`config.mk`:
```
export PLATFORM = sky130hd
export DESIGN_NAME = window_ctrl_flat
export DESIGN_NICKNAME = d
export VERILOG_FILES = /design/src/rtl/window_ctrl_if.sv /design/src/rtl/window_ctrl.sv /design/src/flat_wrapper.sv
export SDC_FILE = /design/constraint.sdc
export NUM_CORES = 1
export LEC_CHECK = 0
export BUFFER_PORTS_ARGS = -buffer_cell sky130_fd_sc_hd__clkbuf_2
export CAP_MARGIN = 30
export CORE_MARGIN = 2
export CORE_UTILIZATION = 25
export CTS_BUF_LIST = sky130_fd_sc_hd__clkbuf_8
export DETAILED_ROUTE_END_ITERATION = 8
export PLACE_DENSITY = 0.48
export SLEW_MARGIN = 20
export SYNTH_ARGS = -nofsm -noshare
export SYNTH_HDL_FRONTEND = slang
export SYNTH_SLANG_ARGS = --single-unit
```
`constraint.sdc`:
```
create_clock -name clk -period 2.4 [get_ports clk]
set_input_delay 0.48 -clock clk [delete_from_list [all_inputs] [get_ports clk]]
set_output_delay 0.48 -clock clk [all_outputs]
set_load 0.02 [all_outputs]
```
`src/rtl/window_ctrl_if.sv`:
```
// rtl/window_ctrl_if.sv - pixel handshake, line-buffer enable and window/status bundle for window_ctrl
interface window_ctrl_if #(
    parameter int CW = 6
);
    logic          in_valid;
    logic          in_sof;
    logic          in_ready;
    logic          out_ready;
    logic          lb_en;
    logic [CW-1:0] col;
    logic [CW-1:0] row;
    logic          win_valid;
    logic [CW-1:0] win_row;
    logic [CW-1:0] win_col;
    logic          frame_done;
    logic          sync_err;
    logic          busy;

    modport master (
        output in_valid, in_sof, out_ready,
        input  in_ready, lb_en, col, row, win_valid, win_row, win_col,
               frame_done, sync_err, busy
    );

    modport slave (
        input  in_valid, in_sof, out_ready,
        output in_ready, lb_en, col, row, win_valid, win_row, win_col,
               frame_done, sync_err, busy
    );
endinterface

```
`src/rtl/window_ctrl.sv`:
```
// rtl/window_ctrl.sv - 3x3 sliding-window sequencer: line-buffer enable, raster position, window/frame pulses
// Optional: WINDOW_CTRL_SOF_RESYNC_EN restarts the frame on an in_sof seen outside IDLE and pulses sync_err.
module window_ctrl #(
    parameter int IMG_W = 64,
    parameter int IMG_H = 64,
    parameter int CW    = 6
) (
    input  logic           clk,
    input  logic           rst,
    window_ctrl_if.slave   bus
);
    typedef enum logic [1:0] {IDLE, FILL, RUN} state_t;

    localparam logic [CW-1:0] COL_LAST = CW'(IMG_W - 1);
    localparam logic [CW-1:0] ROW_LAST = CW'(IMG_H - 1);
    localparam logic [CW-1:0] ONE      = CW'(1);
    localparam logic [CW-1:0] TWO      = CW'(2);

    state_t        state_q;
    logic [CW-1:0] col_q;
    logic [CW-1:0] row_q;
    logic          win_valid_q;
    logic [CW-1:0] win_row_q;
    logic [CW-1:0] win_col_q;
    logic          frame_done_q;

    logic xfer;
    logic sof_restart;
    logic at_eol;
    logic at_eof;

    assign xfer   = bus.in_valid & bus.out_ready;
    assign at_eol = (col_q == COL_LAST);
    assign at_eof = at_eol & (row_q == ROW_LAST);

`ifdef WINDOW_CTRL_SOF_RESYNC_EN
    logic sync_err_q;
    assign sof_restart  = bus.in_sof & (state_q != IDLE);
    assign bus.sync_err = sync_err_q;
`else
    assign sof_restart  = 1'b0;
    assign bus.sync_err = 1'b0;
`endif

    // Combinational so the line buffers write in the accept cycle; held off while in reset.
    assign bus.in_ready   = bus.out_ready;
    assign bus.lb_en      = rst & xfer & ((state_q != IDLE) | bus.in_sof);
    assign bus.col        = col_q;
    assign bus.row        = row_q;
    assign bus.win_valid  = win_valid_q;
    assign bus.win_row    = win_row_q;
    assign bus.win_col    = win_col_q;
    assign bus.frame_done = frame_done_q;
    assign bus.busy       = (state_q != IDLE);

    always_ff @(posedge clk or negedge rst) begin
        if (!rst) begin
            state_q      <= IDLE;
            col_q        <= '0;
            row_q        <= '0;
            win_valid_q  <= 1'b0;
            win_row_q    <= '0;
            win_col_q    <= '0;
            frame_done_q <= 1'b0;
`ifdef WINDOW_CTRL_SOF_RESYNC_EN
            sync_err_q   <= 1'b0;
`endif
        end else begin
            win_valid_q  <= 1'b0;
            frame_done_q <= 1'b0;
`ifdef WINDOW_CTRL_SOF_RESYNC_EN
            sync_err_q   <= 1'b0;
`endif
            if (xfer) begin
                if (state_q == IDLE) begin
                    if (bus.in_sof) begin
                        col_q   <= ONE;
                        row_q   <= '0;
                        state_q <= FILL;
                    end
                end else if (sof_restart) begin
                    col_q   <= ONE;
                    row_q   <= '0;
                    state_q <= FILL;
`ifdef WINDOW_CTRL_SOF_RESYNC_EN
                    sync_err_q <= 1'b1;
`endif
                end else begin
                    // The accepted pixel is the bottom-right corner of the window centred one up/left.
                    if (state_q == RUN && col_q >= TWO) begin
                        win_valid_q <= 1'b1;
                        win_row_q   <= row_q - ONE;
                        win_col_q   <= col_q - ONE;
                    end
                    if (state_q == RUN && at_eof) begin
                        col_q        <= '0;
                        row_q        <= '0;
                        state_q      <= IDLE;
                        frame_done_q <= 1'b1;
                    end else if (at_eol) begin
                        col_q <= '0;
                        row_q <= row_q + ONE;
                        if (row_q == ONE) begin
                            state_q <= RUN;
                        end
                    end else begin
                        col_q <= col_q + ONE;
                    end
                end
            end
        end
    end
endmodule

```
`src/flat_wrapper.sv`:
```
// flat-port wrapper written by rule: the top's interface ports become plain ports
module window_ctrl_flat 
#(
    parameter int IMG_W = 64,
    parameter int IMG_H = 64,
    parameter int CW    = 6
)
  (clk, rst, bus_in_valid, bus_in_sof, bus_out_ready, bus_in_ready, bus_lb_en, bus_col, bus_row, bus_win_valid, bus_win_row, bus_win_col, bus_frame_done, bus_sync_err, bus_busy);
  window_ctrl_if #(.CW(CW)) bus_i ();
  input  logic clk;
  input  logic rst;
  input wire logic [$bits(bus_i.in_valid)-1:0] bus_in_valid;
  input wire logic [$bits(bus_i.in_sof)-1:0] bus_in_sof;
  input wire logic [$bits(bus_i.out_ready)-1:0] bus_out_ready;
  output wire logic [$bits(bus_i.in_ready)-1:0] bus_in_ready;
  output wire logic [$bits(bus_i.lb_en)-1:0] bus_lb_en;
  output wire logic [$bits(bus_i.col)-1:0] bus_col;
  output wire logic [$bits(bus_i.row)-1:0] bus_row;
  output wire logic [$bits(bus_i.win_valid)-1:0] bus_win_valid;
  output wire logic [$bits(bus_i.win_row)-1:0] bus_win_row;
  output wire logic [$bits(bus_i.win_col)-1:0] bus_win_col;
  output wire logic [$bits(bus_i.frame_done)-1:0] bus_frame_done;
  output wire logic [$bits(bus_i.sync_err)-1:0] bus_sync_err;
  output wire logic [$bits(bus_i.busy)-1:0] bus_busy;
  assign bus_i.in_valid = bus_in_valid;
  assign bus_i.in_sof = bus_in_sof;
  assign bus_i.out_ready = bus_out_ready;
  assign bus_in_ready = bus_i.in_ready;
  assign bus_lb_en = bus_i.lb_en;
  assign bus_col = bus_i.col;
  assign bus_row = bus_i.row;
  assign bus_win_valid = bus_i.win_valid;
  assign bus_win_row = bus_i.win_row;
  assign bus_win_col = bus_i.win_col;
  assign bus_frame_done = bus_i.frame_done;
  assign bus_sync_err = bus_i.sync_err;
  assign bus_busy = bus_i.busy;
  window_ctrl #(.IMG_W(IMG_W), .IMG_H(IMG_H), .CW(CW)) u_core (.clk(clk), .rst(rst), .bus(bus_i));
endmodule
```
# Yosys cells after proc, flatten, opt, wreduce, memory -nomap -nowiden

Index checks and enable logic that the tools add are counted.

$add $sub $neg: 4
Order comparisons: 1
Equality and inequality tests: 5
Mux-type cells: 19
Bitwise operators: 6
Reductions and logical operators: 10

Operator list:

| kind                                                                   | count |
|---|---|
| 6-bit two-way mux                                                      | 8 |
| 6-bit by 1-bit adder with 6-bit output (second input constant)         | 2 |
| 6-bit == test (second input constant)                                  | 2 |
| 6-bit by 1-bit subtractor with 6-bit output (second input constant)    | 2 |
| 2-bit two-way mux                                                      | 5 |
| 6-bit by 1-bit == test with 1-bit output (second input constant)       | 1 |
| 6-bit by 2-bit >= comparator with 1-bit output (second input constant) | 1 |
| 1-bit two-way mux                                                      | 6 |
| 3-bit AND reduction                                                    | 2 |
| 3-bit nonzero test                                                     | 2 |
| 1-bit bitwise AND                                                      | 4 |
| 4-bit AND reduction                                                    | 1 |
| 2-bit == test (second input constant)                                  | 1 |
| 1-bit logical AND                                                      | 2 |
| 2-bit zero test                                                        | 1 |
| 2-bit inequality test (second input constant)                          | 1 |
| 2-bit AND reduction                                                    | 1 |
| 2-bit nonzero test                                                     | 1 |
| 1-bit inverter                                                         | 1 |
| 1-bit bitwise OR                                                       | 1 |

Bits in registers: 28
Bits of input ports: 5
Output and inout port bits: 30

# Logic depth before layout (Yosys ltp)

Gate-level depths: netlist (run 1).

Word-level depth: 6
Gate-level depth with buffers: 6
Gate-level depth less buffers: 5

# Worst setup path after synthesis (run 1)

No wires, ideal clock.

Path kind: reg2reg
Start point: register u_core.col_q[0], in the netlist u_core.bus.col[0]
End point: register u_core.row_q[5], in the netlist u_core.bus.row[5]
Library setup time: 0.070 ns
Arrival: 1.787 ns
Data required time: 2.330 ns
Slack: 0.543 ns
Stages on the path, launching flop included: 7
Clock period less this slack: 1.857 ns
Cell sequence: dfrtp_1 > ha_1 > and3_2 > clkbuf_1 > nand2_1 > or4_1 > nand3_1

Longest elaborated chain between the ends: 5
Elaborated cells on any way between the ends: 7

Ends and longest elaborated chain:

| what                                                                      | RTL line           | text |
|---|---|---|
| start: declaration                                                        | window_ctrl.sv:20  | `logic [CW-1:0] col_q;` |
| start signal: assignment                                                  | window_ctrl.sv:107 | `col_q <= col_q + ONE;` |
| 6-bit == test (*)                                                         | window_ctrl.sv:33  | `assign at_eol = (col_q == COL_LAST);` |
| 1-bit bitwise AND                                                         | window_ctrl.sv:34  | `assign at_eof = at_eol & (row_q == ROW_LAST);` |
| 1-bit logical AND                                                         | window_ctrl.sv:95  | `if (state_q == RUN && at_eof) begin` |
| 3-bit nonzero test (no line) / 6-bit two-way mux (equally long branches)  | -                  |  |
| 3-bit AND reduction (no line) / 6-bit two-way mux (equally long branches) | -                  |  |
| end signal: assignment                                                    | window_ctrl.sv:102 | `row_q <= row_q + ONE;` |
| end: declaration                                                          | window_ctrl.sv:21  | `logic [CW-1:0] row_q;` |

Mark *: on every way between the ends. The rest lies on a longest branch, timed or not.
A chain may end at the register's enable or synchronous reset.

# Worst setup path in the final report (run 1)

Start point: register u_core.state_q[0]
End point: output port bus_lb_en

Longest elaborated chain between the ends: 3

Ends and longest elaborated chain:

| what                     | RTL line           | text |
|---|---|---|
| start: declaration       | window_ctrl.sv:19  | `state_t state_q;` |
| start signal: assignment | window_ctrl.sv:58  | `state_q <= IDLE;` |
| start signal: assignment | window_ctrl.sv:79  | `state_q <= FILL;` |
| start signal: assignment | window_ctrl.sv:84  | `state_q <= FILL;` |
| 2-bit nonzero test       | window_ctrl.sv:47  | `assign bus.lb_en = rst & xfer & ((state_q != IDLE) \| bus.in_sof);` |
| 1-bit bitwise OR         | window_ctrl.sv:47  |  |
| 1-bit bitwise AND        | window_ctrl.sv:47  |  |
| end: declaration         | flat_wrapper.sv:16 | `output wire logic [$bits(bus_i.lb_en)-1:0] bus_lb_en;` |

No other way between the ends.

==> impl_metrics.py, run 1 <==
metrics = {
    "grt": {
        "grt-busiest-layer": "met2",
        "gr-usage-met2_pct": 16.80,
        "grt_pass1_wl_um": 6423,
        "first_global_vias": 1222,
        "antenna_found_initial": 0,
        "gr-total-overflow": 0,
        "grt_max_degree": 29,
        "track_usage_pct": 11.08,
        "met3_usage_pct": 1.879,
        "grtUsageMet1_pct": 16.42,
    },
    "sta": {
        "drv_slew": 0,
        "fmax_mhz": 462.3,
        "whs_ps": 246.0,
        "tns_ps": 0,
        "finalCritPeriodShare_pct": 90.13,
        "worst_slack_ps": 236.9,
        "clock_skew_ps": 4.800,
        "finalSetupViolations": 0,
        "grt_setup_unrepaired": "no",
        "tightest_slew_ps": 506.0,
        "layout_min_cycle_time_ps": 2163,
        "final_hold_viol_count": 0,
        "max_slew_margin_pct": 66.12,
    },
    "placement": {
        "placedCellCount": 274,
        "io_buffers": 33,
        "dpl.hpwl_um": 2773,
        "gp_congestion": 0.7657,
        "dp_slack_ps": 486.7,
    },
    "worst_setup_path": {
        "r2r_start": "u_core.bus.col[3]",
        "rrSetupSlack_ps": 620,
        "cp_max_fo": 8,
        "cp_slowest_cell": "dfrtp_1",
        "required_ps": 1920,
        "cp_data_arrival_time_ps": 1680,
        "cp-start-kind": "register",
        "critical_path_class": "reg2out",
        "path_cells": "nor2_1 -> buf_4 -> a21oi_1 -> and2_1 -> clkbuf_2",
        "r2r_end": "u_core.bus.win_row[2]",
        "end_kind": "output pin",
        "critical-path-top-delay-family": "flip-flops",
        "worstRegToRegCells": 4,
        "path_buf_inv": 2,
        "crit_path_max_incr_delay_ps": 470,
    },
    "clock_network": {
        "htreeDepth": 1,
        "ctsResizeCount": 0,
        "cts_tree": "yes",
        "clk_pin_slew_ps": 90,
        "clock-root-buffer": "clkbuf_8",
        "clkLatencyLatePin_ps": 280,
        "clock_path_buffers": 2,
        "cts_buffers": 3,
        "postCtsSetupRepairBufs": 0,
        "cts_hold_buf": 0,
        "cts_sinks": 28,
    },
    "floorplanning": {
        "start_util_pct": 25.40,
        "fp.dieArea_mm2": 0.006994,
        "io_pins": 35,
        "core_mm2": 0.006241,
        "die-width_um": 83.63,
        "rows": 29,
        "die_y_um": 83.63,
    },
    "synth": {
        "synth_area_per_cell_um2": 9.380,
        "netlist_area_mm2": 0.001585,
        "ys_seq_area_share_pct": 44.20,
        "synthDistinctLibCells": 39,
        "async_reset_ff_share_pct": 100.0,
        "postSynthCellCount": 169,
        "ys_warn_count": 0,
        "synth_ff_type": "dfrtp_1",
        "synth_seq_cells": 28,
        "synthesis.nets": 180,
        "synth_edf_count": 0,
    },
    "finish": {
        "drive_above_1_share_pct": 26.87,
        "syn_to_final_growth_pct": 17.28,
        "nets": 213,
        "utilization_pct": 29.79,
        "final_cells": 278,
        "n_antenna_cell": 0,
    },
    "power_and_ir_drop": {
        "vdd_drop_max_mv": 0.3022,
        "p_int_mw": 0.9033,
        "pwr_density_cell_mw_per_mm2": 822.0,
        "pwr-share-clk_pct": 19.4,
        "p_comb_share_pct": 38.5,
        "power_leakage_nw": 0.9038,
        "p_seq_share_pct": 42.2,
        "p_sw_share_pct": 40.90,
        "switching_power_mw": 0.6251,
    },
    "routing": {
        "drcViolationCount": 0,
        "drt_iter0_markers": 36,
        "num_vias": 1285,
        "antenna_violating_nets_post_route": 0,
        "via_per_inst": 4.622,
        "wl_per_cell_um": 13.43,
        "drt_wl_total_um": 3734,
        "dr.pass1.iters": 4,
    },
    "min_path": {
        "hp-class": "in2async",
    },
    "job": {
        "max_cap_violations": 0,
    },
    "outcome": {
        "status": "finished, final reports clean",
    },
}
==> power by group through the flow <==
stage | clock [mW] | sequential [mW] | combinational [mW]
final | 0.296 | 0.645 | 0.588
after global routing | 0.327 | 0.661 | 0.661
after CTS | 0.309 | 0.645 | 0.600
after detailed placement | 0 | 0.654 | 0.598
after global placement | 0 | 0.654 | 0.595
after floorplan | 0 | 0.683 | 0.388
==> cells by family (layout without fill, tap and decap cells) <==
kind of cell | Yosys count | after routing | synth area share [%]
buffers and inverters | 20 | 52 | 7.655
and+or+nand+nor | 65 | 65 | 19.97
xor gates and xnor gates | 8 | 8 | 4.420
muxes | 3 | 3 | 1.894
other | 1 | 1 | 0.2366
DFF | 28 | 28 | 44.20
AOI/OAI and AO/OA | 38 | 38 | 16.89
adders and majority gates | 6 | 6 | 4.735
==> how the worst max path moves through the flow <==
stage / from / end / slack, ps / cells past startpoint
2_1_floorplan: u_core.bus.col[0] / u_core.bus.row[5] / 540 / 6
3_3_place_gp: bus_out_ready / bus_lb_en / 530 / 5
3_5_place_dp: bus_out_ready / bus_lb_en / 490 / 5
4_1_cts: u_core.state_q[0] / bus_lb_en / 260 / 5
5_1_grt: u_core.state_q[0] / bus_lb_en / 170 / 5
6_report: u_core.state_q[0] / bus_lb_en / 240 / 5
==> per-stage QoR <==
stage / instance area, µm² / power (mW)
2_1_floorplan: 1585 / 1.071
3_3_place_gp: 1804 / 1.249
3_5_place_dp: 1804 / 1.252
4_1_cts: 1859 / 1.554
5_1_grt: 1859 / 1.649
6_report: 1859 / 1.528
==> Yosys cell counts (4+ instances only) <==
library cell	number	share of area [%]
and2_1	4	1.6
clkbuf_1	5	1.2
dfrtp_1	28	44
ha_1	6	4.7
inv_1	9	2.1
nand2_1	24	5.7
nand3_1	9	2.8
nand4_1	4	1.6
nor2_1	11	2.6
nor3_1	4	1.3
o21ai_0	15	4.7
o21ai_2	7	3.9
xnor2_1	5	2.8
==> layer usage <==
layer  share of wire, %  wire [µm]
met5                  0          0
met4               0.67         25
met3                4.6        170
met2                 42       1562
met1                 53       1976
==> worst register-to-register path: cells and delay by family (launching register included) <==
family | cells | cell delay [ps]
AO/OA/AOI/OAI | 2 | 310
buffers and inverters | 1 | 310
flip-flops | 1 | 510
AND/OR/NAND/NOR | 1 | 540
==> sequential cells by signal (all words and copies together) (netlist names) <==
| register | cells |
|---|---|
| u_core.bus.col | 6 |
| u_core.bus.frame_done | 1 |
| u_core.bus.row | 6 |
| u_core.bus.win_col | 6 |
| u_core.bus.win_row | 6 |
| u_core.bus.win_valid | 1 |
| u_core.state_q | 2 |
==> cell usage in the layout (no fill, tap or decap), types with 5 or more instances in the layout <==
cell and instances:
nor2_1 11, clkbuf_2 33, nand2_1 24, o21ai_2 7
xnor2_1 5, dfrtp_1 28, nand3_1 9, ha_1 6
inv_1 9, o21ai_0 15, buf_4 6
==> cell type report <==
type | instances | area [µm²]
Tap cell | 77 | 96.34
Inverter | 9 | 33.78
Clock buffer | 4 | 55.05
Sequential cell | 28 | 700.7
Multi-Input combinational cell | 121 | 763.2
Timing Repair Buffer | 39 | 210.2
Fill cell | 683 | 4382
(Power assumes the default switching activity.)
==> inputs of run 2 (changes only) <==
Settings changed: BUFFER_PORTS_ARGS -buffer_cell sky130_fd_sc_hd__clkbuf_2 to -buffer_cell sky130_fd_sc_hd__buf_2, CELL_PAD_IN_SITES_DETAIL_PLACEMENT set to 1, CELL_PAD_IN_SITES_GLOBAL_PLACEMENT set to 2, PLACE_DENSITY 0.48 to 0.68.
==> run 2 against run 1 <==
Effect of this change: via count barely moved; register-to-register slack lost 20 ps; final cell count increased by 0.36%; clock power is 2% higher; sequential power shrank 2%; first-iteration DRC count increased by 78%; clock skew down 0.77 ps; core utilization is 0.12 points higher; maximum frequency increased by 8.1%; setup slack better by 160 ps; critical path type unchanged; largest power group unchanged; highest routed layer unchanged.
==> impl_metrics.py, run 2 (synthesized netlist as in run 1, its figures left out) <==
metrics = {
    "clock_network": {
        "cts_sinks": 28,
        "cts_hold_buf": 0,
        "htreeDepth": 1,
        "postCtsSetupRepairBufs": 0,
        "clk_pin_slew_ps": 100,
        "ctsResizeCount": 0,
        "clock-root-buffer": "clkbuf_8",
        "cts_buffers": 3,
        "clkLatencyLatePin_ps": 270,
        "cts_tree": "yes",
        "clock_path_buffers": 2,
    },
    "floorplanning": {
        "start_util_pct": 25.40,
        "rows": 29,
        "core_mm2": 0.006241,
        "die_y_um": 83.63,
        "io_pins": 35,
        "die-width_um": 83.63,
        "fp.dieArea_mm2": 0.006994,
    },
    "finish": {
        "layout_common_cells": "buf_2 (33), dfrtp_1 (28), nand2_1 (24)",
        "final_area_mm2": 0.001867,
        "nFillCells": 774,
        "nets": 214,
        "final_cells": 279,
        "utilization_pct": 29.91,
        "syn_to_final_growth_pct": 17.76,
        "mostFrequentLayoutCell": "buf_2",
        "n_antenna_cell": 0,
        "drive_above_1_share_pct": 27.23,
    },
    "power_and_ir_drop": {
        "pwr_density_cell_mw_per_mm2": 828.3,
        "total_power_mw": 1.546,
        "power_leakage_nw": 0.9194,
        "vdd_drop_max_mv": 0.2617,
    },
    "worst_setup_path": {
        "crit_cells": 4,
        "rrSetupSlack_ps": 600,
        "end_kind": "output pin",
        "critical-path-top-delay-family": "flip-flops",
        "crit_path_max_incr_delay_ps": 490,
        "required_ps": 1920,
        "cp_data_arrival_time_ps": 1520,
        "cp_slowest_cell": "dfrtp_1",
        "path_cells": "nor2_1 -> a21oi_1 -> and2_1 -> buf_2",
        "r2r_start": "u_core.bus.col[2]",
        "cp-start-kind": "register",
        "cp_max_fo": 8,
        "r2r_end": "u_core.bus.win_row[3]",
        "critical_path_class": "reg2out",
        "worstRegToRegCells": 4,
        "path_buf_inv": 1,
    },
    "job": {
        "max_cap_violations": 0,
    },
    "sta": {
        "worst_slack_ps": 399.9,
        "finalCritPeriodShare_pct": 83.34,
        "drv_slew": 0,
        "final_hold_viol_count": 0,
        "grt_setup_unrepaired": "no",
        "clock_skew_ps": 4.028,
        "whs_ps": 257.3,
        "tightest_slew_ps": 501.0,
        "fmax_mhz": 500.0,
        "max_slew_margin_pct": 66.45,
        "layout_min_cycle_time_ps": 2000,
        "finalSetupViolations": 0,
        "tns_ps": 0,
    },
    "placement": {
        "dpl.hpwl_um": 3038,
        "dpl_cell_area_mm2": 0.001812,
        "placedCellCount": 275,
        "dp_slack_ps": 516.1,
        "io_buffers": 33,
        "gp_congestion": 0.7725,
    },
    "min_path": {
        "hp-class": "in2async",
    },
    "routing": {
        "antenna_violating_nets_post_route": 0,
        "drt_wl_total_um": 4038,
        "drcViolationCount": 0,
        "drt_iter0_markers": 64,
        "wl_per_cell_um": 14.47,
        "num_vias": 1284,
        "dr.pass1.iters": 3,
        "via_per_inst": 4.602,
    },
    "grt": {
        "antenna_found_initial": 0,
        "grt_max_degree": 29,
        "grt_pass1_wl_um": 6879,
        "gr-total-overflow": 0,
        "track_usage_pct": 12.07,
        "first_global_vias": 1334,
    },
    "outcome": {
        "status": "finished, final reports clean",
    },
}
run 2: final cells by class:
cell class	instances	area [µm²]	share of cell area (%)
multi-input cells	121	763.2	40.88
flip-flops and latches	28	700.7	37.53
repair buffers	40	217.7	11.66
well taps	77	96.34	5.161
clock buffers	4	55.05	2.949
inverters	9	33.78	1.810
run 2: how the worst max path moves through the flow:
stage / start / endpoint
6_report: u_core.state_q[0] / bus_lb_en
5_1_grt: u_core.state_q[0] / bus_lb_en
4_1_cts: u_core.state_q[0] / bus_lb_en
3_5_place_dp: bus_out_ready / bus_lb_en
3_3_place_gp: bus_out_ready / bus_lb_en
2_1_floorplan: u_core.bus.col[0] / u_core.bus.row[5]
run 2: power by group:
part	switching, mW	internal [mW]	total (mW)
sequential	0.104	0.526	0.630
combinational	0.375	0.240	0.616
clock	0.154	0.147	0.301
total	0.633	0.913	1.55
run 2: per-layer routing:
metal,global-route usage (%),part of all wire (%)
met5,0,0
met4,2.639,0.74
met3,1.780,3.5
met2,19.42,45
met1,17.20,50
